$ cat src/rtl/aggr_buffer_n.sv
// aggr_buffer_n: per-bank feature-vector aggregation buffer with RS / output-SRAM drain.
// Define AGGR_BUF_SAT_EN for saturating accumulation; default build wraps modulo 2^DATA_W.
module aggr_buffer_n #(
   parameter int LANES    = 2,
   parameter int FV_DEPTH = 16,
   parameter int DATA_W   = 16,
   parameter int NODE_W   = 8
) (
   input  logic                      clk,
   input  logic                      reset,
   input  logic                      in_valid,
   output logic                      in_ready,
   input  logic                      in_sos,
   input  logic                      in_eos,
   input  logic [NODE_W-1:0]         in_nodeid,
   input  logic [LANES*DATA_W-1:0]   in_data,
   input  logic                      in_done_aggr,
   input  logic                      in_wb_en,
   output logic                      rs_valid,
   output logic                      rs_sos,
   output logic                      rs_eos,
   input  logic                      rs_ready,
   output logic [NODE_W-1:0]         rs_nodeid,
   output logic [LANES*DATA_W-1:0]   rs_data,
   output logic                      ob_req,
   input  logic                      ob_grant,
   output logic                      ob_valid,
   output logic                      ob_sos,
   output logic                      ob_eos,
   output logic [NODE_W-1:0]         ob_nodeid,
   output logic [LANES*DATA_W-1:0]   ob_data,
   output logic                      err_len,
   output logic                      err_node
);

   localparam int BEATS = FV_DEPTH / LANES;
   localparam int PTR_W = $clog2(BEATS + 1);
   localparam int IDX_W = (BEATS > 1) ? $clog2(BEATS) : 1;
   localparam int VEC_W = LANES * DATA_W;

   typedef enum logic [2:0] {
      S_IDLE,
      S_STREAM_IN,
      S_END,
      S_OUT_RS,
      S_OUT_WAIT,
      S_OUT_OB
   } state_t;

   state_t state;
   state_t state_next;

   logic [VEC_W-1:0]  acc [BEATS];
   logic [PTR_W-1:0]  ptr;
   logic [PTR_W-1:0]  ptr_inc;
   logic [IDX_W-1:0]  ptr_idx;
   logic [PTR_W-1:0]  len;
   logic [NODE_W-1:0] node;
   logic              has_data;
   logic              done_q;
   logic              wb_q;

   logic              take;
   logic              ingest_sos;
   logic              ingest_beat;
   logic              take_eos;
   logic              beat_first;
   logic              beat_last;
   logic [VEC_W-1:0]  beat_data;

   logic              rs_load;
   logic              ob_load;
   logic              drain_done;
   logic              in_ready_n;
   logic              rs_valid_n;
   logic              rs_sos_n;
   logic              rs_eos_n;
   logic [NODE_W-1:0] rs_nodeid_n;
   logic [VEC_W-1:0]  rs_data_n;
   logic              ob_req_n;
   logic              ob_valid_n;
   logic              ob_sos_n;
   logic              ob_eos_n;
   logic [NODE_W-1:0] ob_nodeid_n;
   logic [VEC_W-1:0]  ob_data_n;

   // Lane-wise signed add of one beat into an accumulator row.
   function automatic logic [VEC_W-1:0] add_beat(
      input logic [VEC_W-1:0] a,
      input logic [VEC_W-1:0] b
   );
      logic [VEC_W-1:0] r;
`ifdef AGGR_BUF_SAT_EN
      logic [DATA_W:0] s;
`endif
      r = '0;
      for (int i = 0; i < LANES; i++) begin
`ifdef AGGR_BUF_SAT_EN
         s = {a[i*DATA_W+DATA_W-1], a[i*DATA_W +: DATA_W]}
           + {b[i*DATA_W+DATA_W-1], b[i*DATA_W +: DATA_W]};
         if (s[DATA_W] != s[DATA_W-1])
            r[i*DATA_W +: DATA_W] = s[DATA_W] ?
               {1'b1, {(DATA_W-1){1'b0}}} :
               {1'b0, {(DATA_W-1){1'b1}}};
         else
            r[i*DATA_W +: DATA_W] = s[DATA_W-1:0];
`else
         r[i*DATA_W +: DATA_W] = a[i*DATA_W +: DATA_W]
                               + b[i*DATA_W +: DATA_W];
`endif
      end
      return r;
   endfunction

   // Ingest qualifiers and the drain beat currently addressed by ptr.
   assign take        = in_valid && in_ready;
   assign ingest_sos  = take && in_sos &&
                        ((state == S_IDLE) || (state == S_STREAM_IN));
   assign ingest_beat = take && !in_sos && (state == S_STREAM_IN);
   assign take_eos    = take && in_eos &&
                        (((state == S_IDLE) && in_sos) ||
                         (state == S_STREAM_IN));
   assign ptr_inc     = ptr + PTR_W'(1);
   assign ptr_idx     = ptr[IDX_W-1:0];
   assign beat_first  = (ptr == '0);
   assign beat_last   = (ptr_inc == len);
   assign beat_data   = acc[ptr_idx];

   // State register with synchronous active-low reset.
   always_ff @(posedge clk) begin
      if (!reset)
         state <= S_IDLE;
      else
         state <= state_next;
   end

   // Next-state decode.
   always_comb begin
      state_next = state;
      unique case (state)
         S_IDLE: begin
            if (take && in_sos)
               state_next = in_eos ? S_END : S_STREAM_IN;
         end
         S_STREAM_IN: begin
            if (take && in_eos)
               state_next = S_END;
         end
         S_END: begin
            if (done_q)
               state_next = S_OUT_RS;
            else if (wb_q)
               state_next = S_OUT_WAIT;
            else
               state_next = S_IDLE;
         end
         S_OUT_RS: begin
            if (rs_valid && rs_ready && rs_eos)
               state_next = S_IDLE;
         end
         S_OUT_WAIT: begin
            if (ob_req && ob_grant)
               state_next = S_OUT_OB;
         end
         S_OUT_OB: begin
            if (ob_valid && ob_eos)
               state_next = S_IDLE;
         end
         default: state_next = S_IDLE;
      endcase
   end

   // Next values for the registered outputs and drain control.
   always_comb begin
      in_ready_n  = (state_next == S_IDLE) ||
                    (state_next == S_STREAM_IN);
      rs_load     = (state == S_OUT_RS) &&
                    (!rs_valid || (rs_ready && !rs_eos));
      ob_load     = (state == S_OUT_OB) && !(ob_valid && ob_eos);
      drain_done  = ((state == S_OUT_RS) && rs_valid &&
                     rs_ready && rs_eos) ||
                    ((state == S_OUT_OB) && ob_valid && ob_eos);
      rs_valid_n  = 1'b0;
      rs_sos_n    = 1'b0;
      rs_eos_n    = 1'b0;
      rs_nodeid_n = '0;
      rs_data_n   = '0;
      ob_valid_n  = 1'b0;
      ob_sos_n    = 1'b0;
      ob_eos_n    = 1'b0;
      ob_nodeid_n = '0;
      ob_data_n   = '0;
      ob_req_n    = (state == S_OUT_WAIT) && !(ob_req && ob_grant);
      if (rs_load) begin
         rs_valid_n  = 1'b1;
         rs_sos_n    = beat_first;
         rs_eos_n    = beat_last;
         rs_nodeid_n = node;
         rs_data_n   = beat_data;
      end else if ((state == S_OUT_RS) && rs_valid && !rs_ready) begin
         rs_valid_n  = rs_valid;
         rs_sos_n    = rs_sos;
         rs_eos_n    = rs_eos;
         rs_nodeid_n = rs_nodeid;
         rs_data_n   = rs_data;
      end
      if (ob_load) begin
         ob_valid_n  = 1'b1;
         ob_sos_n    = beat_first;
         ob_eos_n    = beat_last;
         ob_nodeid_n = node;
         ob_data_n   = beat_data;
      end
   end

   // Accumulators, bookkeeping, sticky errors and output registers.
   always_ff @(posedge clk) begin
      if (!reset) begin
         for (int b = 0; b < BEATS; b++)
            acc[b] <= '0;
         ptr       <= '0;
         len       <= '0;
         node      <= '0;
         has_data  <= 1'b0;
         done_q    <= 1'b0;
         wb_q      <= 1'b0;
         err_len   <= 1'b0;
         err_node  <= 1'b0;
         in_ready  <= 1'b1;
         rs_valid  <= 1'b0;
         rs_sos    <= 1'b0;
         rs_eos    <= 1'b0;
         rs_nodeid <= '0;
         rs_data   <= '0;
         ob_req    <= 1'b0;
         ob_valid  <= 1'b0;
         ob_sos    <= 1'b0;
         ob_eos    <= 1'b0;
         ob_nodeid <= '0;
         ob_data   <= '0;
      end else begin
         in_ready  <= in_ready_n;
         rs_valid  <= rs_valid_n;
         rs_sos    <= rs_sos_n;
         rs_eos    <= rs_eos_n;
         rs_nodeid <= rs_nodeid_n;
         rs_data   <= rs_data_n;
         ob_req    <= ob_req_n;
         ob_valid  <= ob_valid_n;
         ob_sos    <= ob_sos_n;
         ob_eos    <= ob_eos_n;
         ob_nodeid <= ob_nodeid_n;
         ob_data   <= ob_data_n;

         if (ingest_sos) begin
            acc[0] <= add_beat(acc[0], in_data);
            ptr    <= PTR_W'(1);
            node   <= in_nodeid;
            if (has_data && (in_nodeid != node))
               err_node <= 1'b1;
            if (state == S_STREAM_IN)
               err_len <= 1'b1;
         end else if (ingest_beat) begin
            if (ptr == PTR_W'(BEATS)) begin
               err_len <= 1'b1;
            end else begin
               acc[ptr_idx] <= add_beat(acc[ptr_idx], in_data);
               ptr          <= ptr_inc;
            end
         end

         if (take_eos) begin
            done_q <= in_done_aggr;
            wb_q   <= in_wb_en;
         end

         if (state == S_END) begin
            if (has_data && (len != ptr))
               err_len <= 1'b1;
            if (ptr > len)
               len <= ptr;
            has_data <= 1'b1;
            ptr      <= '0;
         end

         if (rs_load || ob_load)
            ptr <= ptr_inc;

         if (drain_done) begin
            for (int b = 0; b < BEATS; b++)
               acc[b] <= '0;
            ptr      <= '0;
            len      <= '0;
            has_data <= 1'b0;
         end
      end
   end

endmodule
$ cat config.mk
export PLATFORM = sky130hd
export DESIGN_NAME = aggr_buffer_n
export DESIGN_NICKNAME = d
export VERILOG_FILES = /design/src/rtl/aggr_buffer_n.sv
export SDC_FILE = /design/constraint.sdc
export NUM_CORES = 1
export LEC_CHECK = 0
export CAP_MARGIN = 5
export CORE_MARGIN = 8
export CORE_UTILIZATION = 63
export DETAILED_ROUTE_END_ITERATION = 7
export HOLD_SLACK_MARGIN = 0.1
export PLACE_DENSITY = 0.85
export SLEW_MARGIN = 15
export SYNTH_ARGS = -nofsm -noshare
export SYNTH_HDL_FRONTEND = slang
export SYNTH_SLANG_ARGS = --single-unit
$ cat constraint.sdc
create_clock -name clk -period 5.6 [get_ports clk]
set_clock_uncertainty 0.05 [all_clocks]
set_input_delay 0.84 -clock clk [delete_from_list [all_inputs] [get_ports clk]]
set_output_delay 0.84 -clock clk [all_outputs]
set_load 0.005 [all_outputs]
==> flow_summary.toml, run 1 <==
[critical_path]
path_depth = 12
crit_slowest_cell = "dfxtp_4"
reg2reg_to = "acc[7][27]"
crit_path_max_fanout = 36
end_kind = "flip-flop"
r2r_slack_ns = 0.87
crit_type = "reg -> reg"
critPathLaunchType = "flip-flop"
crit_required_ns = 5.77
cp_num_buf_inv = 3
cp.arrival_ns = 4.91
cpMostUsedCell = "buf_4"
max_stage_delay_ns = 0.82
reg2reg_depth = 12
crit_family = "flip-flops"
crit_chain = "buf_4 -> buf_4 -> mux4_2 -> mux2i_1 -> inv_1 -> ha_1 -> o21ai_1 -> a21bo_2 -> o31ai_1 -> o41a_1 -> xnor2_1 -> nor2_1"

[global_routing]
grt_max_degree = 54
grt_pass1_vias = 13580
grt_remaining_overflow = 0
antenna_found_initial = 0
grt_pass1_wl_mm = 77.56
grt_usage = 0.2986

[synth]
synthArstFlopShare = 0
synth.distinct_cells = 68
synth.largest_area_cell = "edfxtp_1"
ys.flop_type = "edfxtp_1"
ys_top_cells_by_area = "edfxtp_1, dfxtp_1, mux4_2"
synth_top_area_share = 0.4297
yosysMostFrequentCell = "nor2_1"
ys_seq_area_frac = 0.5584
syn-instance-count = 1542
syn_nets = 1661
synth-edff-count = 256
ys_ff_latch = 371
syn_area_um2 = 17890
synth_common_cells = "nor2_1, edfxtp_1, dfxtp_1"
yosysWarningCount = 0
syn_area_per_cell_um2 = 11.60

[timing]
maxSlewHeadroom = 0.3491
setup_viol = 0
max_slew.worst_pin.slew_ns = 0.9694
rsz0062_at_grt = "false"
finalMaxSlewViolations = 0
tns_ns = 0
finalHoldViolations = 0
final.min_clock_period_ns = 4.733
fmaxAchievable_mhz = 211.3
period_share = 0.8452

[clocking]
cts_root_buffer = "clkbuf_16"
cts.repair.resized = 0
clk_latency_ns = 0.53
clock_path_buffers = 3
cts_inserted_buffers = 37
cts_num_sinks = 371
tritoncts = "yes"
clk_transition_reported_paths_ns = 0.06
postCtsSetupBuffers = 0
cts_hold_buf = 0
cts.htree.levels = 2

[floorplanning]
std_cell_rows = 61
pin_count = 139
chipWidth_um = 184.5
core_area_um2 = 27860
fp.dieH_um = 184.5
dieArea_um2 = 34050
initial_utilization = 0.6422

[power]
power.density_nw_per_um2 = 313.8
p_leak_uw = 0.007943
ir_worst_vdd_mv = 0.1854

[placed_design]
place_congestion = 0.9626
placed_area_um2 = 19690
hpwl_mm = 33.38
io_buffers = 138

[outcome]
status = "finished clean"

[final_layout]
stdcell_area_um2 = 20880
drive_above_1_share = 0.1049
fin_nets = 1791
diodes = 0
syn2layout_area_growth_pct = 16.70

[min_path]
worstHoldStart = "node[2]"
holdPathEnd = "node[2]"
hp-class = "reg -> reg"
holdPathStages = 2

[drt]
vias = 13350
drc = 0
ant_nets = 0
drt-initial-drc-count = 1624
first_pass_iters = 5
vias_per_cell = 6.434
routed_wl_mm = 51.04
wl_per_cell_um = 24.60

[flow_run]
cap_violations = 0
==> through the flow <==
step	util	std cells	setup WS, ns	hold WS (ns)	power [uW]
after CTS	0.7495	2075	0.9318	0.4588	6521
after floorplan	-	1542	1.772	0.4086	3816
after detailed placement	0.7068	2011	1.007	0.4471	4127
after global placement	0.7068	2011	1.148	0.4370	4092
final	0.7495	2075	0.8671	0.4571	6551
after global routing	0.7495	2075	0.5456	0.4914	6736
==> cells by family after synthesis <==
group / count (synthesis) / share of synthesized area
AND/OR/NAND/NOR: 574 / 0.1436
flip-flops: 371 / 0.5584
AO/OA/AOI/OAI: 227 / 0.08168
buffers and inverters: 130 / 0.02839
multiplexers: 104 / 0.1029
adder cells (fa/ha/maj): 70 / 0.05063
XOR/XNOR: 66 / 0.03441
==> worst max path at each step <==
stage	slack, ns	end	startpoint
after global routing	0.55	acc[0][12]	flip-flop
final	0.87	acc[7][27]	flip-flop
after detailed placement	1.01	acc[2][26]	flip-flop
after CTS	0.93	acc[7][27]	flip-flop
after global placement	1.15	acc[0][26]	flip-flop
after floorplan	1.77	acc[0][29]	flip-flop
==> flip-flops by register name (all words and copies together) (netlist names), 3 cells and up, named ones only <==
register and flops:
ob_data 32, ob_nodeid 8, state 3, acc 256, len 4, node 8
rs_data 32, ptr 4, rs_nodeid 8
==> cell usage in the layout (no fill, tap or decap), types with 8 or more instances in the layout <==
cell,Yosys,layout
a211oi_1,8,8
a21boi_0,10,10
a21o_1,13,13
a21oi_1,40,40
a22oi_1,10,10
and2_1,46,46
and3_1,10,10
buf_4,0,30
clkbuf_1,56,9
clkbuf_16,0,41
clkdlybuf4s50_1,0,138
dfxtp_1,115,112
edfxtp_1,256,256
ha_1,66,66
inv_1,52,53
mux2i_1,40,40
mux4_2,64,64
nand2_1,97,97
nand2b_1,12,12
nand3_1,20,20
nor2_1,304,304
nor2b_1,25,25
nor3_1,22,21
o21ai_0,69,69
o22ai_1,26,26
xnor2_1,21,21
xor2_1,40,40
==> worst register-to-register path: stages (launching register included) <==
cell     delay [ns]
dfxtp_4        0.82
buf_4          0.32
buf_4          0.23
mux4_2         0.54
mux2i_1        0.28
inv_1          0.10
ha_1           0.31
o21ai_1        0.13
a21bo_2        0.18
o31ai_1        0.10
o41a_1         0.41
xnor2_1        0.79
nor2_1         0.18
==> report_power, final <==
part	total, uW	switching [uW]	internal [uW]
clock network	2430	1010	1420
registers	3070	60.4	3010
logic	1050	668	379
==> area by class of cell <==
class	instances	area, um2
Sequential cell	371	9996
Multi-Input combinational cell	1041	7401
Fill cell	1698	6979
Timing Repair Buffer	169	1627
Clock buffer	54	1115
Tap cell	378	473.0
Inverter	52	195.2
Clock inverter	10	72.57
==> routing by layer <==
metal | part of all wire | routed length [um] | track usage
met3 | 0.12 | 6070 | 0.05966
met5 | 0 | 0 | 0
met2 | 0.48 | 24670 | 0.5064
met1 | 0.36 | 18240 | 0.3698
met4 | 0.040 | 2055 | 0.1262
Power figures use the tool's default switching activity.
==> run 2, diff against run 1 <==
CORE_UTILIZATION = 59   (was 63)
PLACE_DENSITY = 0.81   (was 0.85)
clock period = 4.45 ns   (was 5.6 ns; I/O delays follow)
==> run 2 against run 1 <==
Net effect:
- fmax rose by 12%
- clock power increased by 22%
- sequential share of layout area fell by 0.47 points
- final cell count rose by 2.0%
- largest cell class unchanged
==> flow_summary.toml, run 2 (synthesis results as in run 1) <==
[power]
ir_worst_vdd_mv = 0.2034
power.density_nw_per_um2 = 386.6
p_leak_uw = 0.008051

[min_path]
worstHoldStart = "err_node"
holdPathEnd = "err_node"
holdPathStages = 1
hp-class = "reg -> reg"

[clocking]
cts.htree.levels = 2
clk_transition_reported_paths_ns = 0.07
cts_num_sinks = 371
cts.repair.resized = 0
cts_inserted_buffers = 38
cts_root_buffer = "clkbuf_16"
postCtsSetupBuffers = 0
clk_latency_ns = 0.53
clock_path_buffers = 3
cts_hold_buf = 0
tritoncts = "yes"

[timing]
finalHoldViolations = 0
period_share = 0.9488
final.min_clock_period_ns = 4.222
fmaxAchievable_mhz = 236.9
finalMaxSlewViolations = 0
tns_ns = 0
max_slew.worst_pin.slew_ns = 0.8062
rsz0062_at_grt = "false"
maxSlewHeadroom = 0.4607
worst_slack_ns = 0.2280
setup_viol = 0

[flow_run]
cap_violations = 0

[critical_path]
max_stage_delay_ns = 0.54
crit_type = "reg -> reg"
crit_family = "multiplexers"
cp_num_buf_inv = 2
cp.arrival_ns = 4.43
r2r_slack_ns = 0.23
reg2reg_depth = 12
crit_path_max_fanout = 14
critPathLaunchType = "flip-flop"
crit_slowest_cell = "mux2i_1"
crit_required_ns = 4.65
end_kind = "flip-flop"
reg2reg_to = "acc[0][13]"
crit_chain = "buf_4 -> mux4_2 -> mux2i_1 -> inv_1 -> ha_1 -> or3_4 -> o211ai_2 -> nand3_2 -> a31o_2 -> a21oi_2 -> xor2_2 -> o22ai_1"

[global_routing]
grt_max_degree = 54
grt_pass1_vias = 13160
grt_pass1_wl_mm = 74.77
antenna_found_initial = 0
grt_remaining_overflow = 0
grt_usage = 0.2646

[final_layout]
largestRegisters = "acc (256), ob_data (32), rs_data (32)"
final_common_cell = "nor2_1"
fin_cells = 2116
drive_above_1_share = 0.1165
final_cell_mix = "nor2_1, edfxtp_1, clkdlybuf4s50_1, dfxtp_1, nand2_1"
stdcell_area_um2 = 21090
syn2layout_area_growth_pct = 17.85
fin_nets = 1815
largest_register = "acc"
largest_reg_flops = 256
diodes = 0

[floorplanning]
initial_utilization = 0.6020
dieArea_um2 = 36150
fp.dieH_um = 190.1
chipWidth_um = 190.1
pin_count = 139
core_area_um2 = 29720
std_cell_rows = 63

[drt]
drc = 0
vias_per_cell = 6.165
ant_nets = 0
wl_per_cell_um = 22.82
drt-initial-drc-count = 1183
routed_wl_mm = 48.28
vias = 13050
first_pass_iters = 5

[placed_design]
placed_area_um2 = 19920
placed_cells = 2046
place_congestion = 0.9287
io_buffers = 138
hpwl_mm = 31.56
dp_slack_ns = 0.2695

[outcome]
status = "finished clean"
run 2: changes by cell type in the layout (fill, tap and decap cells not counted), moves of 2 or more:
cell and delta:
buf_4 +19, clkinv_1 +9, buf_12 +4, clkbuf_8 -4, clkinv_2 +3, clkbuf_1 -2, clkinv_4 +2, or3_1 +2
or3_2 -2
run 2: per-stage QoR:
| stage | utilization | hold slack, ns | power, uW |
|---|---|---|---|
| after floorplan | - | 0.4086 | 4802 |
| after global placement | 0.6704 | 0.4284 | 5184 |
| after detailed placement | 0.6704 | 0.4545 | 5218 |
| after CTS | 0.7093 | 0.4629 | 8153 |
| after global routing | 0.7095 | 0.4848 | 8433 |
| final | 0.7095 | 0.4656 | 8151 |
run 2: layer usage:
| metal | routed length, um | GRT usage |
|---|---|---|
| met4 | 1881 | 0.1101 |
| met3 | 4766 | 0.05200 |
| met1 | 18840 | 0.3492 |
| met5 | 0 | 0 |
| met2 | 22790 | 0.4254 |
run 2: worst max path at each step:
| stage | start | cells past startpoint | to | slack, ns |
|---|---|---|---|---|
| after global placement | flip-flop | 12 | acc[0][15] | 0.35 |
| after floorplan | flip-flop | 14 | acc[0][29] | 0.62 |
| after detailed placement | flip-flop | 12 | acc[0][15] | 0.27 |
| after CTS | flip-flop | 12 | acc[0][13] | 0.24 |
| final | flip-flop | 12 | acc[0][13] | 0.23 |
| after global routing | flip-flop | 12 | acc[0][10] | 0.02 |
run 2: power by group:
| group | switching (uW) | leakage, uW | internal [uW] |
|---|---|---|---|
| Combinational | 828 | 0.00390 | 511 |
| Sequential | 57.1 | 0.00358 | 3790 |
| Clock | 1290 | 0.000566 | 1670 |
run 2: final cells by class:
class | instances | area [um2]
inverters | 52 | 195.2
flip-flops and latches | 371 | 9996
clock inverters | 22 | 103.9
fillers | 1967 | 8632
multi-input cells | 1041 | 7406
repair buffers | 192 | 1844
clock buffers | 48 | 1052
well taps | 390 | 488.0
run 2: worst reg2reg max path, delay by kind of cell (launching register included):
family | cells | cell delay (ns)
muxes | 2 | 1.07
buffers and inverters | 2 | 0.38
xor gates and xnor gates | 1 | 0.34
AOI/OAI and AO/OA | 4 | 0.80
and+or+nand+nor | 2 | 0.54
adders and majority gates | 1 | 0.28
DFF | 1 | 0.50
